$ cat src/rtl/user_gpio_pkg.sv
// Shared constants and helpers for the user GPIO input path and its register block.
package user_gpio_pkg;

    localparam int          GPIO_WIDTH_DEF      = 32;
    localparam int          GPIO_SYNC_DEF       = 2;
    localparam int          GPIO_DEBOUNCE_DEF   = 16;
    localparam logic [31:0] GPIO_RESET_LVL_DEF  = 32'h0000_0000;

    // Byte offsets reserved in the AXI-Lite map for the edge-status and mask registers.
    localparam logic [7:0]  ADDR_GPIO_DATA   = 8'h00;
    localparam logic [7:0]  ADDR_GPIO_STICKY = 8'h08;
    localparam logic [7:0]  ADDR_GPIO_MASK   = 8'h0C;

    function automatic int clog2(input int value);
        int result;
        int v;
        result = 0;
        v = value - 1;
        while (v > 0) begin
            result = result + 1;
            v = v >> 1;
        end
        return result;
    endfunction

endpackage

$ cat src/rtl/user_gpio_in_cond_bit.sv
// One GPIO bit: synchroniser chain, debounce counter, stable level and edge strobes.
module user_gpio_in_cond_bit
    import user_gpio_pkg::*;
#(
    parameter int   C_SYNC_STAGES     = GPIO_SYNC_DEF,
    parameter int   C_DEBOUNCE_CYCLES = GPIO_DEBOUNCE_DEF,
    parameter logic C_RESET_BIT       = 1'b0
) (
    input  logic clk,
    input  logic rst,
    input  logic pad,
    output logic stable,
    output logic rise,
    output logic fall,
    output logic rise_next,
    output logic fall_next
);

    localparam int CNT_W = (clog2(C_DEBOUNCE_CYCLES) > 1) ? clog2(C_DEBOUNCE_CYCLES) : 1;
    localparam logic [CNT_W-1:0] CNT_LAST = CNT_W'(C_DEBOUNCE_CYCLES - 1);

    logic [C_SYNC_STAGES-1:0] chain;
    logic                     sync;
    logic [CNT_W-1:0]         count;
    logic                     accept;

    assign sync = chain[C_SYNC_STAGES-1];

    always_ff @(posedge clk or posedge rst) begin
        if (rst) begin
            chain <= {C_SYNC_STAGES{C_RESET_BIT}};
        end else begin
            chain <= {chain[C_SYNC_STAGES-2:0], pad};
        end
    end

    // A new level is taken only after the mismatch has persisted through the terminal count.
    assign accept    = (sync != stable) && (count == CNT_LAST);
    assign rise_next = accept & sync;
    assign fall_next = accept & ~sync;

    always_ff @(posedge clk or posedge rst) begin
        if (rst) begin
            count  <= '0;
            stable <= C_RESET_BIT;
            rise   <= 1'b0;
            fall   <= 1'b0;
        end else begin
            rise <= rise_next;
            fall <= fall_next;
            if (sync == stable) begin
                count <= '0;
            end else if (accept) begin
                stable <= sync;
                count  <= '0;
            end else begin
                count <= count + 1'b1;
            end
        end
    end

endmodule

$ cat src/rtl/user_gpio_in_cond.sv
// GPIO input conditioning: per-bit debounce, sticky edge status with W1C, masked interrupt.
module user_gpio_in_cond
    import user_gpio_pkg::*;
#(
    parameter int          C_WIDTH           = GPIO_WIDTH_DEF,
    parameter int          C_SYNC_STAGES     = GPIO_SYNC_DEF,
    parameter int          C_DEBOUNCE_CYCLES = GPIO_DEBOUNCE_DEF,
    parameter logic [31:0] C_RESET_LEVEL     = GPIO_RESET_LVL_DEF
) (
    input  logic               S_AXI_ACLK,
    input  logic               S_AXI_ARESET,
    input  logic [C_WIDTH-1:0] GPIO_PAD_I,
    output logic [C_WIDTH-1:0] USER_GPIO_I,
    output logic [C_WIDTH-1:0] EDGE_RISE_O,
    output logic [C_WIDTH-1:0] EDGE_FALL_O,
    output logic [C_WIDTH-1:0] STICKY_O,
    input  logic [C_WIDTH-1:0] STICKY_CLR_I,
    input  logic [C_WIDTH-1:0] IRQ_MASK_I,
    output logic               IRQ_O
);

    logic [C_WIDTH-1:0] rise_next;
    logic [C_WIDTH-1:0] fall_next;

    for (genvar i = 0; i < C_WIDTH; i++) begin : g_bit
        user_gpio_in_cond_bit #(
            .C_SYNC_STAGES     (C_SYNC_STAGES),
            .C_DEBOUNCE_CYCLES (C_DEBOUNCE_CYCLES),
            .C_RESET_BIT       (C_RESET_LEVEL[i])
        ) u_bit (
            .clk       (S_AXI_ACLK),
            .rst       (S_AXI_ARESET),
            .pad       (GPIO_PAD_I[i]),
            .stable    (USER_GPIO_I[i]),
            .rise      (EDGE_RISE_O[i]),
            .fall      (EDGE_FALL_O[i]),
            .rise_next (rise_next[i]),
            .fall_next (fall_next[i])
        );
    end

    // New edges are OR-ed in after the clear so a coincident set wins.
    always_ff @(posedge S_AXI_ACLK or posedge S_AXI_ARESET) begin
        if (S_AXI_ARESET) begin
            STICKY_O <= '0;
            IRQ_O    <= 1'b0;
        end else begin
            STICKY_O <= (STICKY_O & ~STICKY_CLR_I) | rise_next | fall_next;
            IRQ_O    <= |(STICKY_O & IRQ_MASK_I);
        end
    end

endmodule

$ cat config.mk
export PLATFORM = sky130hd
export DESIGN_NAME = user_gpio_in_cond
export DESIGN_NICKNAME = d
export VERILOG_FILES = /design/src/rtl/user_gpio_pkg.sv /design/src/rtl/user_gpio_in_cond_bit.sv /design/src/rtl/user_gpio_in_cond.sv
export SDC_FILE = /design/constraint.sdc
export NUM_CORES = 1
export LEC_CHECK = 0
export BUFFER_PORTS_ARGS = -buffer_cell sky130_fd_sc_hd__buf_2
export CELL_PAD_IN_SITES_DETAIL_PLACEMENT = 1
export CELL_PAD_IN_SITES_GLOBAL_PLACEMENT = 1
export CORE_UTILIZATION = 48
export DETAILED_ROUTE_END_ITERATION = 8
export PLACE_DENSITY = 0.82
export RECOVER_POWER = 100
export SYNTH_ARGS = -nofsm -noshare
export SYNTH_HDL_FRONTEND = slang
export SYNTH_HIERARCHICAL = 1
export SYNTH_SLANG_ARGS = --single-unit
$ cat constraint.sdc
create_clock -name S_AXI_ACLK -period 3.05 [get_ports S_AXI_ACLK]
set_clock_uncertainty 0.05 [all_clocks]
set_input_delay 0.61 -clock S_AXI_ACLK [delete_from_list [all_inputs] [get_ports S_AXI_ACLK]]
set_output_delay 0.61 -clock S_AXI_ACLK [all_outputs]
set_load 0.1 [all_outputs]
Word level (Yosys, flattened, before mapping)
Cells that the tools add are included.

storage, ports and cells
  flip-flop bits (word level) = 321
  logic and storage cells = 552

cells by class
  add/sub/neg operators = 32
  equality and inequality tests = 96
  mux-type cells = 64
  bitwise operators = 133
  reduce and logical (&&, ||, !) cells = 65

operators by type and width
  kind                                                           number
  4-bit two-way mux                                              64
  4-bit by 1-bit adder with 4-bit output, second input constant  32
  4-bit == test, second input constant                           32
  1-bit bitwise AND                                              64
  32-bit bitwise AND                                             2
  1-bit inverter                                                 64
  32-bit bitwise OR                                              2
  2-bit AND reduction                                            32
  1-bit == test                                                  32
  1-bit logical AND                                              32
  1-bit inequality test                                          32
  32-bit inverter                                                1
  32-bit OR reduction                                            1

Logic depth before layout (Yosys ltp)
Gate-level depths: netlist of the first run.

  depth after elaboration = 5
  gate-level depth with buffers = 5
  gate-level depth less buffers = 5

Modules after synthesis
The synthesis of the first run kept the hierarchy.

modules (own cells, without submodules)
  module                 times used  cells an instance  area each (µm²)  sequential area each (µm²)
  user_gpio_in_cond_bit  32          23                 340.3            225.2
  user_gpio_in_cond      1           151                1392.6           825.8

Worst setup path after synthesis of the first run
Ideal clock, no wire load.

  kind = flip-flop to flip-flop
  start point = register STICKY_O[20]
  end point = register IRQ_O
  library setup time = 138 ps
  arrival = 1626 ps
  data required time = 2862 ps
  setup slack = 1235 ps
  cell stages (with the launch flop) = 4
  clock period less this slack = 1815 ps
  cells stage by stage = dfrtp_1 -> a22oi_1 -> nand4_1 -> or4_1

on the way
  longest elaborated chain between the ends = 2

RTL lines
  what                      line                     RTL
  start: declaration        user_gpio_in_cond.sv:16  output logic [C_WIDTH-1:0] STICKY_O,
  start signal: assignment  user_gpio_in_cond.sv:48  STICKY_O <= (STICKY_O & ~STICKY_CLR_I) | rise_next | fall_next;
  32-bit bitwise AND        user_gpio_in_cond.sv:49  IRQ_O <= |(STICKY_O & IRQ_MASK_I);
  32-bit OR reduction       user_gpio_in_cond.sv:49
  end signal: assignment    user_gpio_in_cond.sv:49
  end: declaration          user_gpio_in_cond.sv:19  output logic IRQ_O

No other way between the ends.
A chain may end at the register's enable or synchronous reset.

Worst setup path in the final report of the first run
  start point = register STICKY_O[13]
  end point = output port STICKY_O[13]

No word-level cell between the ends.

==> qor.yml, run 1 <==
logic_synthesis:
  synth_area_per_cell_um2: 13.8
  synth_top_family_by_area: "compound AO/OA/AOI/OAI gates"
  ys_ff_latch: 321
  yosys-top-cells-area: "dfrtp_1 (65%), a311oi_1 (4.6%), xnor2_1 (4.6%)"
  ys_warn_count: 6
  synth-seq-area-share_pct: 65.4
  synthXorXnorAreaFrac_pct: 4.56
  yosysTopAreaCell: "dfrtp_1"
  synth-simple-area-share_pct: 10.4
  async_flop_share_pct: 100
  syn-cell-area_um2: 12300
  syn_inst: 887
  synthAdderAreaFrac_pct: 3.26
  synth_nets: 1017
  yosysMostFrequentCell: "dfrtp_1"
  synth_compound_area_share_pct: 10.5
  synth_edf_count: 0
  synth_ff_type: "dfrtp_1"
  yosys.area.top_type_share_pct: 65.4
  ys_top_cells_by_count: "dfrtp_1 (321), inv_1 (65)"
  ys_types: 17
  synth_mux_area_share_pct: 3.91
power_and_ir_drop:
  switchingPower_uw: 2050
  swShare_pct: 21.8
  internal-power_uw: 7350
  p_comb_share_pct: 4.6
  clkPwrFrac_pct: 46.9
  power.density_nw_per_um2: 641
  p_leak_uw: 0.00690
  seqPwrFrac_pct: 48.4
  ir_worst_vdd_mv: 0.513
timing:
  setup_slack_ps: 507
  slew_viol_final: 67
  period_share_pct: 83.4
  period_minus_slack_ps: 2540
  tightest_slew_ps: 1900
  timing_hold_violations_final: 0
  rsz0062_at_grt: "no"
  tns_ps: 0
  relSlewSlack_pct: -26.5
  setup-violations-final: 0
  max_freq_mhz: 393
flow_run:
  cap_violations: 2
clocking:
  cts_tree: "yes"
  insertion_delay_ps: 500
  cts_setup_buffers: 0
  post_cts_resized: 0
  cts_buffers: 36
  clk_pin_slew_ps: 60
  cts-root-buf: "clkbuf_16"
  cts.sinks: 321
  cts_max_level: 2
  clock_path_buffers: 3
  holdBufCountCts: 0
placement:
  portBuffers: 226
  place.gp.congestion: 0.772
  dpl_worst_slack_ps: 1060
  dpl.hpwl_mm: 19.3
route:
  dr.pass1.iters: 6
  vias_per_cell: 5.35
  dr_total_vias: 8078
  drc: 0
  antenna_left: 0
  drtIter0Drc: 512
  wirelength_mm: 27.4
  wl_per_cell_um: 18.1
critical_path:
  crit_buf_inv: 1
  critPathLaunchType: "flip-flop"
  arrival_ps: 1880
  r2r_end: "STICKY_O[16]"
  worstPathRequired_ps: 2390
  r2r_slack_ps: 1400
  r2r-start: "g_bit[16].u_bit/count[0]"
  reg2reg_depth: 5
  cpLargestDelayFamily: "buffers and inverters"
  path_max_fanout: 3
  criticalPathCategory: "reg -> out"
  worstPathCellList: "clkbuf_1"
  crit_path_top_delay_cell: "clkbuf_1"
  cpPeakStageDelay_ps: 970
  end_kind: "output port"
floorplanning:
  die_area_um2: 26200
  initial_core_util_pct: 48.9
  die_w_um: 162
  fp.coreArea_um2: 25100
  rows: 58
  pin_count: 227
  fp.dieH_um: 162
global_routing:
  grt_max_degree: 34
  grt.overflow.total: 0
  antenna_found_initial: 4
  grt_pass1_wl_mm: 44.6
  first_global_vias: 8769
  grt_util_all_layers_pct: 21.4
cells_and_area:
  final_nets: 1282
  final_layout_size_suffix_gt1_share_pct: 14.4
  syn2layout_area_growth_pct: 19.5
run_status:
  violations: "max-capacitance violations, max-slew violations"
  status: "finished with violations"
worst_hold_path:
  min_path_cells: 1
  hold_start: "GPIO_PAD_I[17]"
  hp-class: "in -> reg"
  hold_end: "g_bit[17].u_bit/chain[0]"
## power by group through the flow
stage / Clock, uW / Combinational, uW / Sequential, uW
floorplan: 0 / 296 / 4600
global placement: 0 / 424 / 4620
detailed placement: 0 / 446 / 4630
CTS: 4540 / 458 / 4560
global route: 4680 / 503 / 4570
finish: 4420 / 437 / 4560
## routing by layer
metal / up-vias / global-route usage [%] / routed length, um
li1: 3708 / - / -
met1: 4104 / 27.4 / 11700
met2: 202 / 36.0 / 13500
met3: 60 / 4.65 / 1440
met4: 4 / 7.42 / 748
met5: - / 0 / 22
## cells in the final DEF (no fill, tap or decap), types with 2 or more instances in the layout
cell type,synthesis,routed
dfrtp_1,321,321
nor3b_1,64,64
diode_2,0,2
mux2_1,0,17
nor2b_1,32,32
nand3_1,0,32
a21o_1,32,32
ha_1,32,32
a22oi_1,14,14
clkbuf_16,0,37
clkinv_2,0,7
nor2_1,64,64
a22oi_2,2,2
a311oi_1,64,64
a31oi_1,32,32
clkinvlp_4,0,2
o21ai_0,32,32
buf_2,0,94
clkbuf_8,0,8
mux2_4,32,15
nand4_1,4,4
inv_1,65,65
xnor2_1,64,64
bufinv_16,0,4
clkbuf_1,0,137
## kinds of logic (layout without fill, tap and decap cells)
kind of cell    count (synthesis)  after routing
compound gates                176            176
flops                         321            321
xor+xnor                       64             64
other cells                     0              2
simple gates                  197            197
fa+ha+maj                      32             32
mux                            32             32
buf+inv                        65            355
## worst max-delay path by stage
stage	depth (start not counted)	slack, ps	start	endpoint
2_1_floorplan	3	1240	STICKY_O[20]	IRQ_O
3_3_place_gp	4	1100	IRQ_MASK_I[9]	IRQ_O
3_5_place_dp	4	1060	IRQ_MASK_I[9]	IRQ_O
4_1_cts	1	940	g_bit[7].u_bit/stable	USER_GPIO_I[7]
5_1_grt	1	460	STICKY_O[13]	STICKY_O[13]
6_report	1	510	STICKY_O[13]	STICKY_O[13]
## metrics by stage
stage / instances / util (%) / total power [uW] / hold WS, ps / cell area, um^2
2_1_floorplan: 887 / - / 4890 / 281 / 12300
4_1_cts: 1507 / 60.0 / 9560 / 142 / 15100
3_5_place_dp: 1444 / 55.1 / 5080 / 286 / 13800
5_1_grt: 1508 / 58.4 / 9750 / 143 / 14700
6_report: 1509 / 58.5 / 9410 / 165 / 14700
3_3_place_gp: 1444 / 55.1 / 5040 / 282 / 13800
## state kept, by name (all words and copies together), names as in the netlist
signal / cells
g_bit.u_bit/chain: 64
g_bit.u_bit/count: 128
STICKY_O: 32
IRQ_O: 1
g_bit.u_bit/fall: 32
g_bit.u_bit/rise: 32
g_bit.u_bit/stable: 32
## area by class of cell
type | instances | area [um^2]
Tap cell | 330 | 413
Clock buffer | 49 | 1050
Antenna cell | 2 | 5.00
Multi-Input combinational cell | 501 | 3780
Timing Repair Buffer | 227 | 970
Fill cell | 2653 | 10400
Inverter | 65 | 244
Clock inverter | 14 | 179
Sequential cell | 321 | 8030
Power figures use the tool's default switching activity.
==> inputs of run 2 (changes only) <==
--- a/config.mk
+++ b/config.mk
@@ -5,12 +5,13 @@
 export SDC_FILE = /design/constraint.sdc
 export NUM_CORES = 1
 export LEC_CHECK = 0
+export ABC_AREA = 1
 export BUFFER_PORTS_ARGS = -buffer_cell sky130_fd_sc_hd__buf_2
 export CELL_PAD_IN_SITES_DETAIL_PLACEMENT = 1
 export CELL_PAD_IN_SITES_GLOBAL_PLACEMENT = 1
-export CORE_UTILIZATION = 48
+export CORE_UTILIZATION = 42
 export DETAILED_ROUTE_END_ITERATION = 8
-export PLACE_DENSITY = 0.82
+export PLACE_DENSITY = 0.77
 export RECOVER_POWER = 100
 export SYNTH_ARGS = -nofsm -noshare
 export SYNTH_HDL_FRONTEND = slang
==> constraint.sdc (replaced) <==
create_clock -name S_AXI_ACLK -period 2.5 [get_ports S_AXI_ACLK]
set_clock_uncertainty 0.05 [all_clocks]
set_input_delay 0.5 -clock S_AXI_ACLK [delete_from_list [all_inputs] [get_ports S_AXI_ACLK]]
set_output_delay 0.5 -clock S_AXI_ACLK [all_outputs]
set_load 0.1 [all_outputs]
==> run 2 against run 1 <==
First-iteration DRC count fell by 24%. Sequential power is 21% higher. Non-clock buffer count is 1 higher. Synthesized cell count rose by 44%. Power rose by 21%. The run now ends clean. Largest power group unchanged. Design area increased by 3.2%. Clock power rose by 21%. Die area grew 16%. Area after synthesis rose by 1.6%. Global-route usage shrank 1.1 points. Wire length grew 8.3%.
==> qor.yml, run 2 <==
global_routing:
  use_met2_pct: 35.9  # -0.10 points
  grt_util_all_layers_pct: 20.3  # -1.1 points
  busiest_layer: "met2"
  grt.overflow.total: 0  # unchanged
  grt_max_degree: 18  # -47%
  grt_pass1_wl_mm: 49.6  # +11%
  first_global_vias: 10200  # +16%
  use_met1_pct: 25.0  # -2.4 points
  grtUsageMet3_pct: 4.24  # -0.40 points
  antenna_found_initial: 3  # -1
floorplanning:
  fp.dieH_um: 174  # +7.7%
  rows: 62  # +6.9%
  die_w_um: 174  # +7.7%
  fp.coreArea_um2: 28900  # +15%
  initial_core_util_pct: 43.1  # -5.8 points
  die_area_um2: 30400  # +16%
  pin_count: 227  # unchanged
critical_path:
  cpPeakStageDelay_ps: 490  # -480 ps
  criticalPathCategory: "reg -> out"
  cpLargestDelayFamily: "buffers and inverters"
  crit_path_top_delay_cell: "clkbuf_2"
  crit_buf_inv: 1  # unchanged
  worstPathCellList: "clkbuf_2"
  arrival_ps: 1460  # -420 ps
  path_max_fanout: 3  # unchanged
  reg2reg_depth: 5  # unchanged
  critPathLaunchType: "flip-flop"
  r2r_end: "STICKY_O[12]"
  end_kind: "output port"
  worstPathRequired_ps: 1950  # -440 ps
  r2r_slack_ps: 1090  # -310 ps
  r2r-start: "g_bit[12].u_bit/count[0]"
power_and_ir_drop:
  p_leak_uw: 0.00817  # +18%
  p_comb_share_pct: 4.7  # about the same
  internal-power_uw: 8880  # +21%
  switchingPower_uw: 2540  # +24%
  clkPwrFrac_pct: 46.9  # about the same
  swShare_pct: 22.3  # +0.44 points
  seqPwrFrac_pct: 48.4  # about the same
  ir_worst_vdd_mv: 0.541  # +5.4%
  power.density_nw_per_um2: 754  # +18%
logic_synthesis:
  synthAdderAreaFrac_pct: 3.21  # -0.051 points
  synth-seq-area-share_pct: 64.4  # -1.0 points
  ys_top_cells_by_count: "dfrtp_1 (321), nand2_1 (277), nor2_1 (233)"
  async_flop_share_pct: 100  # unchanged
  synth_compound_area_share_pct: 2.57  # -7.9 points
  ys_ff_latch: 321  # unchanged
  synth_area_per_cell_um2: 9.74  # -30%
  ys_warn_count: 6  # unchanged
  yosys-top-cells-area: "dfrtp_1 (64%), nand2_1 (8.3%), nor2_1 (7.0%)"
  synthXorXnorAreaFrac_pct: 2.25  # -2.3 points
  ys_types: 12  # -5
  yosysTopAreaCell: "dfrtp_1"
  synth_nets: 1411  # +39%
  synth_top_family_by_area: "simple AND/OR/NAND/NOR gates"
  synth-simple-area-share_pct: 20.8  # +10 points
  synth_mux_area_share_pct: 0  # -3.9 points
  syn_inst: 1281  # +44%
  synth_ff_type: "dfrtp_1"
  synth_edf_count: 0  # unchanged
  yosys.area.top_type_share_pct: 64.4  # -1.0 points
  syn-cell-area_um2: 12500  # +1.6%
  yosysMostFrequentCell: "dfrtp_1"
clocking:
  cts_max_level: 2  # unchanged
  cts_tree: "yes"
  clock_path_buffers: 3  # unchanged
  cts_buffers: 37  # +2.8%
  cts.sinks: 321  # unchanged
  insertion_delay_ps: 520  # +20 ps
  holdBufCountCts: 0  # unchanged
  cts-root-buf: "clkbuf_16"
  post_cts_resized: 0  # unchanged
  clk_pin_slew_ps: 60  # about the same
  cts_setup_buffers: 0  # unchanged
placement:
  dpl_worst_slack_ps: 1050  # -13.5 ps
  portBuffers: 226  # unchanged
  dpl.hpwl_mm: 22.4  # +16%
  place.gp.congestion: 0.781  # +1.1%
cells_and_area:
  syn2layout_area_growth_pct: 21.3
  fill_cells: 3374  # +27%
  final_common_cell: "dfrtp_1"
  regMostFlops: "g_bit.u_bit/count"
  final_nets: 1678  # +31%
  diodes: 0  # -2
  largest_reg_flops: 128  # unchanged
  seq_area_um2: 8030  # unchanged
  top_regs: "g_bit.u_bit/count (128), g_bit.u_bit/chain (64)"
  multi_input_area_um2: 3440  # -9.0%
  layout_common_cells: "dfrtp_1 (321), nand2_1 (277), nor2_1 (233)"
  final_layout_size_suffix_gt1_share_pct: 17.7  # +3.3 points
run_status:
  status: "finished clean"
route:
  antenna_left: 0  # unchanged
  drtIter0Drc: 389  # -24%
  dr_total_vias: 9232  # +14%
  drc: 0  # unchanged
  dr.pass1.iters: 4  # -2
  wirelength_mm: 29.7  # +8.3%
  vias_per_cell: 4.72  # -12%
  wl_per_cell_um: 15.2  # -16%
timing:
  max_freq_mhz: 498
  setup-violations-final: 0  # unchanged
  hold_slack_ps: 38.3  # -127 ps
  timing_hold_violations_final: 0  # unchanged
  rsz0062_at_grt: "no"
  period_share_pct: 80.3
  slew_viol_final: 0  # -100%
  relSlewSlack_pct: 22.2  # +49 points
  period_minus_slack_ps: 2010
  tns_ps: 0  # unchanged
  setup_slack_ps: 492  # -14.3 ps
  tightest_slew_ps: 1170  # -731 ps
worst_hold_path:
  hp-class: "in -> reg"
  hold_start: "GPIO_PAD_I[16]"
  hold_end: "g_bit[16].u_bit/chain[0]"
  min_path_cells: 1  # unchanged
flow_run:
  cap_violations: 0  # -2
run 2: cell types whose count changed in the layout (fill, tap and decap cells not counted), moves of 64 or more:
cell,delta
clkbuf_2,+106
nor3b_1,-64
inv_1,+160
nand2_1,+277
a311oi_1,-64
nor2_1,+169
clkbuf_1,-124
run 2: routing by layer:
metal	up-vias	routed length, um
li1	4448	-
met1	4516	12600
met2	209	14800
met3	55	1580
met4	4	660
met5	-	25
run 2: worst max-delay path by stage:
stage                          start           end  slack (ps)  cells after the start
2_1_floorplan  g_bit[0].u_bit/stable   STICKY_O[0]        1020                      5
3_3_place_gp          IRQ_MASK_I[15]         IRQ_O        1020                      7
3_5_place_dp          IRQ_MASK_I[15]         IRQ_O        1050                      7
4_1_cts                 STICKY_O[31]  STICKY_O[31]         480                      1
5_1_grt                 STICKY_O[31]  STICKY_O[31]         430                      1
6_report                STICKY_O[31]  STICKY_O[31]         490                      1
run 2: through the flow:
| stage | instance area [um^2] | utilization, % | power [uW] | std cells |
|---|---|---|---|---|
| 5_1_grt | 15100 | 52.3 | 11900 | 1956 |
| 6_report | 15100 | 52.3 | 11400 | 1956 |
| 3_3_place_gp | 14100 | 48.8 | 6140 | 1893 |
| 3_5_place_dp | 14100 | 48.8 | 6190 | 1893 |
| 4_1_cts | 15300 | 53.0 | 11600 | 1956 |
| 2_1_floorplan | 12500 | - | 5950 | 1281 |
run 2: kinds of logic after synthesis:
logic type	after synthesis
flip-flops	321
buffers and inverters	225
AND/OR/NAND/NOR	607
AO/OA/AOI/OAI	64
XOR/XNOR	32
adder cells (fa/ha/maj)	32
run 2: worst reg2reg max path, delay by kind of cell (launching register included):
kind	cells	cell delay [ps]
simple gates	3	440
flops	1	410
fa+ha+maj	1	240
compound gates	1	130
run 2: cell type report:
cell class	count	share of cell area, %
Tap cell	384	3.17
Clock buffer	54	7.15
Sequential cell	321	53.0
Multi-Input combinational cell	735	22.7
Timing Repair Buffer	228	7.51
Inverter	225	5.58
Clock inverter	9	0.818
run 2: power by group through the flow:
stage          Clock, uW  Combinational, uW  Sequential [uW]
5_1_grt             5690                634             5550
3_5_place_dp           0                560             5630
3_3_place_gp           0                530             5610
4_1_cts             5520                567             5540
6_report            5360                535             5530
2_1_floorplan          0                359             5590
==> inputs of run 3 (changes only) <==
--- a/config.mk
+++ b/config.mk
@@ -5,11 +5,11 @@
 export SDC_FILE = /design/constraint.sdc
 export NUM_CORES = 1
 export LEC_CHECK = 0
-export ABC_AREA = 1
+export ABC_AREA = 0
 export BUFFER_PORTS_ARGS = -buffer_cell sky130_fd_sc_hd__buf_2
 export CELL_PAD_IN_SITES_DETAIL_PLACEMENT = 1
 export CELL_PAD_IN_SITES_GLOBAL_PLACEMENT = 1
-export CORE_UTILIZATION = 42
+export CORE_UTILIZATION = 45
 export DETAILED_ROUTE_END_ITERATION = 8
 export PLACE_DENSITY = 0.77
 export RECOVER_POWER = 100
==> constraint.sdc (replaced) <==
create_clock -name S_AXI_ACLK -period 1.96 [get_ports S_AXI_ACLK]
set_clock_uncertainty 0.05 [all_clocks]
set_input_delay 0.392 -clock S_AXI_ACLK [delete_from_list [all_inputs] [get_ports S_AXI_ACLK]]
set_output_delay 0.392 -clock S_AXI_ACLK [all_outputs]
set_load 0.1 [all_outputs]
==> run 3 against run 2 <==
The flow now finishes with violations (max-capacitance violations, max-slew violations). Via count fell by 12%. Combinational power rose by 37%. Sequential share of layout area rose by 0.28 points. Largest power group unchanged.
==> qor.yml, run 3 (synthesized netlist as in run 1, its figures left out) <==
cells_and_area:
  fin_cells: 1552  # -21%
  fin_area_um2: 15100  # -0.53%
  fill_cells: 2792  # -17%
  syn2layout_area_growth_pct: 22.6
  largest_reg_flops: 128  # unchanged
  top_regs: "g_bit.u_bit/count (128), g_bit.u_bit/chain (64)"
  final_common_cell: "dfrtp_1"
  final_nets: 1317  # -22%
  final_layout_size_suffix_gt1_share_pct: 24.1  # +6.4 points
  utilization_pct: 56.0  # +3.7 points
  regMostFlops: "g_bit.u_bit/count"
  layout_common_cells: "dfrtp_1 (321), clkbuf_2 (128), buf_2 (96)"
run_status:
  violations: "max-capacitance violations, max-slew violations"
  status: "finished with violations"
power_and_ir_drop:
  swShare_pct: 22.2  # -0.12 points
  power.density_nw_per_um2: 937  # +24%
  internal-power_uw: 11000  # +24%
  p_comb_share_pct: 5.2  # +0.5 points
  p_leak_uw: 0.00743  # -9.0%
  ir_worst_vdd_mv: 0.678  # +25%
  switchingPower_uw: 3130  # +23%
  clkPwrFrac_pct: 44.6  # -2.3 points
  seqPwrFrac_pct: 50.2  # +1.8 points
critical_path:
  worstPathCellList: "clkbuf_2"
  criticalPathCategory: "reg -> out"
  r2r_slack_ps: 240  # -850 ps
  critPathLaunchType: "flip-flop"
  cp-startpoint: "g_bit[2].u_bit/stable"
  path_depth: 1  # unchanged
  end_kind: "output port"
  worstPathRequired_ps: 1520  # -430 ps
  cpLargestDelayFamily: "buffers and inverters"
  crit_path_top_delay_cell: "clkbuf_2"
  crit_buf_inv: 1  # unchanged
  cp-endpoint: "USER_GPIO_I[2]"
  reg2reg_depth: 4  # -1
  r2r_end: "IRQ_O"
  path_max_fanout: 5  # +2
  cpPeakStageDelay_ps: 490  # about the same
  arrival_ps: 1440  # -20 ps
  r2r-start: "STICKY_O[14]"
clocking:
  clk_pin_slew_ps: 60  # about the same
  insertion_delay_ps: 490  # -30 ps
  post_cts_resized: 0  # unchanged
  cts_buffers: 36  # -2.7%
  holdBufCountCts: 33  # +33
  clock_path_buffers: 3  # unchanged
  cts_tree: "yes"
  cts.sinks: 321  # unchanged
  cts_max_level: 2  # unchanged
  cts_setup_buffers: 0  # unchanged
  cts-root-buf: "clkbuf_16"
floorplanning:
  fp.dieH_um: 167  # -4.1%
  die_w_um: 167  # -4.1%
  pin_count: 227  # unchanged
  initial_core_util_pct: 45.7  # +2.6 points
  die_area_um2: 28000  # -8.0%
  fp.coreArea_um2: 26900  # -7.1%
  rows: 60  # -3.2%
placement:
  placed_area_um2: 13900  # -1.7%
  placedCellCount: 1457  # -23%
  portBuffers: 226  # unchanged
  dpl.hpwl_mm: 19.0  # -15%
  place.gp.congestion: 0.776  # -0.53%
global_routing:
  first_global_vias: 8936  # -12%
  busiest_layer: "met2"
  antenna_found_initial: 2  # -1
  use_met2_pct: 34.6  # -1.3 points
  grtUsageMet3_pct: 3.52  # -0.72 points
  grt_max_degree: 28  # +10
  grt_util_all_layers_pct: 20.1  # -0.23 points
  grt_pass1_wl_mm: 45.2  # -8.7%
  use_met1_pct: 25.9  # +0.91 points
  grt.overflow.total: 0  # unchanged
route:
  vias_per_cell: 5.23  # +11%
  drtIter0Drc: 350  # -10%
  antenna_left: 0  # unchanged
  wl_per_cell_um: 17.6  # +16%
  wirelength_mm: 27.3  # -8.0%
  drc: 0  # unchanged
  dr_total_vias: 8110  # -12%
  dr.pass1.iters: 4  # unchanged
timing:
  tns_ps: 0  # unchanged
  rsz0062_at_grt: "no"
  period_share_pct: 95.8
  relSlewSlack_pct: -7.96  # -30 points
  slew_viol_final: 28  # +28
  timing_hold_violations_final: 0  # unchanged
  hold_slack_ps: 19.6  # -18.7 ps
  setup-violations-final: 0  # unchanged
  tightest_slew_ps: 1620  # +453 ps
  period_minus_slack_ps: 1880
  max_freq_mhz: 533
worst_hold_path:
  hp-class: "in -> reg"
flow_run:
  cap_violations: 1  # +1
==> run 3: cell types whose count changed in the layout (fill, tap and decap cells not counted), sizes merged, moves of 33 or more <==
cell | before | now
nand2 | 277 | 0
nor2 | 234 | 64
inv | 226 | 65
a311oi | 0 | 64
nor3b | 0 | 64
dlygate4sd3 | 0 | 33
==> run 3: layout make-up <==
type / count / area (um^2) / share of cell area [%]
Sequential cell: 321 / 8030 / 53.3
Timing Repair Buffer: 262 / 1470 / 9.78
Clock buffer: 52 / 1030 / 6.85
Multi-Input combinational cell: 501 / 3780 / 25.1
Inverter: 65 / 244 / 1.62
Clock inverter: 9 / 72.6 / 0.482
Tap cell: 341 / 427 / 2.83
Antenna cell: 1 / 2.50 / 0.0166
==> run 3: metal layers <==
layer	routed length, um	up-vias
li1	-	3770
met1	11700	4102
met2	13700	183
met3	1110	55
met4	740	0
met5	0	-
==> run 3: worst min-delay path by stage <==
stage                               endpoint                     start  cells after the start
floorplan            g_bit[0].u_bit/chain[0]              S_AXI_ARESET                      1
global placement    g_bit[10].u_bit/chain[1]  g_bit[10].u_bit/chain[0]                      0
detailed placement   g_bit[8].u_bit/chain[1]   g_bit[8].u_bit/chain[0]                      0
CTS                             STICKY_O[26]          STICKY_CLR_I[26]                      2
global route                    STICKY_O[28]          STICKY_CLR_I[28]                      2
finish                          STICKY_O[12]          STICKY_CLR_I[12]                      2
==> run 3: power groups by stage <==
stage / logic [uW] / registers [uW] / clock network (uW)
floorplan: 461 / 7160 / 0
global placement: 666 / 7180 / 0
detailed placement: 696 / 7200 / 0
CTS: 767 / 7090 / 6490
global route: 843 / 7120 / 6710
finish: 731 / 7090 / 6290
==> run 3: per-stage QoR <==
step           setup slack, ps  total power, uW
2_1_floorplan              145             7620
3_3_place_gp               215             7850
3_5_place_dp               159             7900
4_1_cts                   55.9            14300
5_1_grt                   24.4            14700
6_report                  82.3            14100
